==> config.mk <==
export PLATFORM = sky130hd
export DESIGN_NAME = vec_stream_reader
export DESIGN_NICKNAME = d
export VERILOG_FILES = /design/src/rtl/vec_stream_reader.sv
export SDC_FILE = /design/constraint.sdc
export NUM_CORES = 1
export LEC_CHECK = 0
export CAP_MARGIN = 30
export CORE_MARGIN = 2
export CORE_UTILIZATION = 40
export DETAILED_ROUTE_END_ITERATION = 16
export DONT_BUFFER_PORTS = 1
export PLACE_DENSITY_LB_ADDON = 0.15
export RECOVER_POWER = 100
export SYNTH_ARGS = -nofsm -noshare
export SYNTH_HDL_FRONTEND = slang
export SYNTH_SLANG_ARGS = --single-unit
==> constraint.sdc <==
create_clock -name clk_in -period 3.7 [get_ports clk_in]
set_clock_uncertainty 0.2 [all_clocks]
set_input_delay 0.925 -clock clk_in [delete_from_list [all_inputs] [get_ports clk_in]]
set_output_delay 0.925 -clock clk_in [all_outputs]
set_load 0.02 [all_outputs]
==> src/rtl/vec_stream_reader.sv <==
// vec_stream_reader: replays a buffered vector from the VecFIFO
// as a valid/ready beat stream, num_repeats passes per vector.
module vec_stream_reader #(
  parameter int VecElements  = 8,
  parameter int BytesPerRead = 2,
  parameter int RepWidth     = 8
) (
  input  logic                      clk_in,
  input  logic                      rst_n_in,
  input  logic                      vec_ready,
  input  logic [RepWidth-1:0]       num_repeats,
  input  logic [BytesPerRead*8-1:0] fifo_rd_data,
  output logic                      fifo_rd_en,
  output logic                      fifo_wrap_rd,
  output logic [BytesPerRead*8-1:0] m_data,
  output logic                      m_valid,
  input  logic                      m_ready,
  output logic                      m_last,
  output logic                      m_done,
  output logic                      vec_consumed,
  output logic                      busy
);

  localparam int Chunks = VecElements / BytesPerRead;
  localparam int CntW   = (Chunks > 1) ? $clog2(Chunks) : 1;
  localparam logic [CntW-1:0] LastChunk = CntW'(Chunks - 1);

  typedef enum logic [1:0] {
    IDLE,
    STREAM,
    DRAIN
  } state_t;

  state_t                state;
  logic [CntW-1:0]       chunk_cnt;
  logic [RepWidth-1:0]   rep_cnt;
  logic [RepWidth-1:0]   rep_last;

  logic out_free;
  logic capture;
  logic at_last;
  logic at_final;
  logic accept;

  assign out_free = !m_valid || m_ready;
  assign accept   = m_valid && m_ready;
  assign capture  = (state == STREAM) && out_free;
  assign at_last  = (chunk_cnt == LastChunk);
  assign at_final = at_last && (rep_cnt == rep_last);

  // FIFO strobes must coincide with the capture edge, so they
  // are decoded straight from the registered state.
  assign fifo_rd_en   = capture && !at_last;
  assign fifo_wrap_rd = capture && at_last;
  assign vec_consumed = (state == DRAIN) && accept;
  assign busy         = (state != IDLE);

  // Sequencer: pass/chunk counting and the output beat register.
  always_ff @(posedge clk_in or negedge rst_n_in) begin
    if (!rst_n_in) begin
      state     <= IDLE;
      chunk_cnt <= '0;
      rep_cnt   <= '0;
      rep_last  <= '0;
      m_data    <= '0;
      m_valid   <= 1'b0;
      m_last    <= 1'b0;
      m_done    <= 1'b0;
    end else begin
      unique case (state)
        IDLE: begin
          if (vec_ready) begin
            state     <= STREAM;
            chunk_cnt <= '0;
            rep_cnt   <= '0;
            rep_last  <= (num_repeats == '0)
                         ? '0
                         : num_repeats - RepWidth'(1);
          end
        end
        STREAM: begin
          if (capture) begin
            m_data  <= fifo_rd_data;
            m_valid <= 1'b1;
            m_last  <= at_last;
            m_done  <= at_final;
            if (at_last) begin
              chunk_cnt <= '0;
              rep_cnt   <= rep_cnt + RepWidth'(1);
              if (at_final) begin
                state <= DRAIN;
              end
            end else begin
              chunk_cnt <= chunk_cnt + CntW'(1);
            end
          end else if (accept) begin
            m_valid <= 1'b0;
          end
        end
        DRAIN: begin
          if (accept) begin
            state   <= IDLE;
            m_valid <= 1'b0;
            m_last  <= 1'b0;
            m_done  <= 1'b0;
          end
        end
        default: begin
          state <= IDLE;
        end
      endcase
    end
  end

endmodule

==> metrics.csv <==
metric,value,unit
outcome,completed,
Reg2Reg Launch Point,state[1],
RSZ-0062 raised after global routing,no,
Setup Viol. Count Final,0,
CP startpoint,state[1],
Core Area,0.00479,mm^2
die height,75.1,um
global-route wire length before repair,5.74,mm
WL/cell,14.2,um
Rows,25,
worst skew pair latency,0.29,ns
Max IR drop VDD,279,uV
Initial DRC Count,22,
Setup crit end,fifo_rd_en,
R2R depth,6,
TritonRoute pass-1 iters,4,
via count,1312,
CTS Sinks,39,
post-CTS sizing,0,
die area,0.00564,mm^2
Reg-to-Reg End,state[0],
global-route total usage across every layer,0.135,
number of global-route vias before repair,1317,
CTS Buffer Depth,2,
# DRC,0,
crit path max-delay cell type,ha_1,
CP max stage delay,0.47,ns
layout cells sized above 1,0.160,
Setup crit end kind,output port,
post-layout minimum cycle time,3.22,ns
antenna cells,0,
total grt overflow,0,
max-cap viol count,0,
synth unique cells,34,
pin count of the biggest net entering global routing,40,
Final Cell Area,0.00216,mm^2
Fin Setup TNS,0,ns
I/O pin count,51,
Fmax,311,MHz
synthesized area per cell,11.0,um^2
Worst-Margin Slew,1.04,ns
Final Hold Fails,0,
Port-buffer cells,0,
"Req. time, crit path",2.57,ns
"Slew Viols, Final",0,
Die Wd,75.1,um
CTS buffer count,5,
sequential fraction of the synthesis area,0.482,
"Warnings, synthesis",0,
DPL Wire Length,2.73,mm
Post-layout nets,223,
initial antenna violation count,0,
critical path type,register to output port,
final wirelength,3.62,mm
initial core utilization,0.423,
FF-to-FF setup slack,0.94,ns
clock root buffer,clkbuf_8,
post-synth top area share,0.482,
DR vias/cell,5.15,
Yosys top cell by area,dfrtp_1,
Layout fillers,469,
ANT nets after route,0,
Mapped Cells,184,
Synth area leaders,"dfrtp_1, mux2_2, ha_1, nand2_1, xnor2_1",
post-CTS setup buffers,0,
crit path DAT,2.09,ns
synthesized area,0.00202,mm^2
syn nets,220,
Rel. slew slack,0.303,
worst-path fanout max,17,
CTS tree,yes,
area delta synth->final,6.68,%
Placer Congestion,0.809,
Worst-path clk slew,0.08,ns
"FF+latch count, synth",39,
power per cell area,876,mW/mm^2
htree depth,2,
placed inst area,0.00207,mm^2
CTS Hold Buffers Added,0,
Leak,0.970,nW
period utilization,0.869,
worst-path cell chain,inv_1 > ha_1 > and2_4 > nor2b_1,
worst hold path class,input pin to async pin,
Worst setup SP type,register,
==> metrics by stage <==
step,instances,hold slack [ns],setup slack [ns],total power [W],util
6_report,255,0.116,0.485,0.00189,0.451
5_1_grt,255,0.0915,0.343,0.00204,0.451
4_1_cts,255,0.108,0.432,0.00196,0.457
3_5_place_dp,247,0.293,0.744,0.00159,0.432
3_3_place_gp,247,0.292,0.838,0.00155,0.432
2_1_floorplan,184,0.269,0.785,0.00148,-
==> cell families after synthesis <==
family / Yosys count / synth area share
XOR/XNOR: 20 / 0.0866
AND/OR/NAND/NOR: 64 / 0.161
flip-flops: 39 / 0.482
buffers and inverters: 10 / 0.0303
multiplexers: 17 / 0.0965
AO/OA/AOI/OAI: 26 / 0.0940
adder cells (fa/ha/maj): 8 / 0.0495
==> cells in the mapped netlist <==
cell / n
nor4_1: 6
nand3_1: 4
a21oi_2: 1
o21ai_0: 14
nor2_1: 12
mux2_2: 16
xnor2_1: 10
a31o_2: 1
and2b_2: 1
and2_4: 1
a21o_1: 1
buf_6: 3
nor3b_1: 1
nand2_1: 24
a21boi_4: 1
nor2b_1: 3
nand2b_4: 1
nor3_1: 4
a31oi_1: 1
xor2_1: 10
nand2b_1: 2
o21ai_2: 1
and3_2: 2
mux2_4: 1
nand4_1: 2
clkbuf_2: 1
dfrtp_1: 39
inv_1: 6
a211o_4: 1
a22oi_1: 1
a22o_1: 3
o22a_2: 1
ha_1: 8
nor4b_2: 1
==> worst max-delay path, delay by kind of cell, from the launching register on <==
family	cells	cell delay, ns
flip-flops	1	0.40
buffers and inverters	1	0.11
adder cells (fa/ha/maj)	1	0.47
AND/OR/NAND/NOR	2	0.81
==> state kept, by name, summed over array words and instances (netlist names) <==
name,count
rep_cnt,8
m_done,1
rep_last,8
m_last,1
chunk_cnt,2
m_data,16
state,2
m_valid,1
==> area by class of cell <==
type	count	area, um^2	share of cell area
flip-flops and latches	39	976	0.452
multi-input cells	135	958	0.444
well taps	67	83.8	0.0388
clock buffers	6	82.6	0.0383
clock inverters	2	35.0	0.0162
inverters	6	22.5	0.0104
==> per-layer routing <==
layer,up-vias,part of all wire,track usage
met5,-,0,0
met4,0,0.010,0.0357
met3,5,0.059,0.0562
met2,41,0.49,0.228
met1,626,0.44,0.159
li1,640,-,-
==> worst min path at each step <==
stage	to	slack, ns	cells past startpoint	start
after detailed placement	rep_last[2]	0.29	2	rep_last[2]
after global routing	m_data[13]	0.09	0	rst_n_in
after CTS	m_data[13]	0.11	0	rst_n_in
final	m_data[8]	0.12	0	rst_n_in
after global placement	rep_last[6]	0.29	2	rep_last[6]
after floorplan	rep_last[0]	0.27	2	rep_last[0]
==> cells in the final DEF, fill, tap and decap left out <==
cell and count:
a211o_4 1, a21boi_0 1, a21o_1 1, a21oi_2 1, a22o_1 3, a22oi_1 1, a31o_1 1, a31oi_1 1
and2_4 1, and2b_2 1, and3_1 2, bufinv_16 1, clkbuf_8 6, clkinv_2 1, dfrtp_1 39, ha_1 8
inv_1 6, mux2_1 1, mux2_2 16, nand2_1 24, nand2b_1 2, nand2b_4 1, nand3_1 4, nand4_1 2
nor2_1 12, nor2b_1 3, nor3_1 4, nor3b_1 1, nor4_1 6, nor4b_1 1, o21ai_0 15, o22a_2 1
xnor2_1 10, xor2_1 10
==> report_power, final <==
group / switching [W] / internal, W
clock: 0.000150 / 0.000218
sequential: 0.000248 / 0.000598
combinational: 0.000365 / 0.000312
No activity file was read; power rests on OpenSTA's default activity.
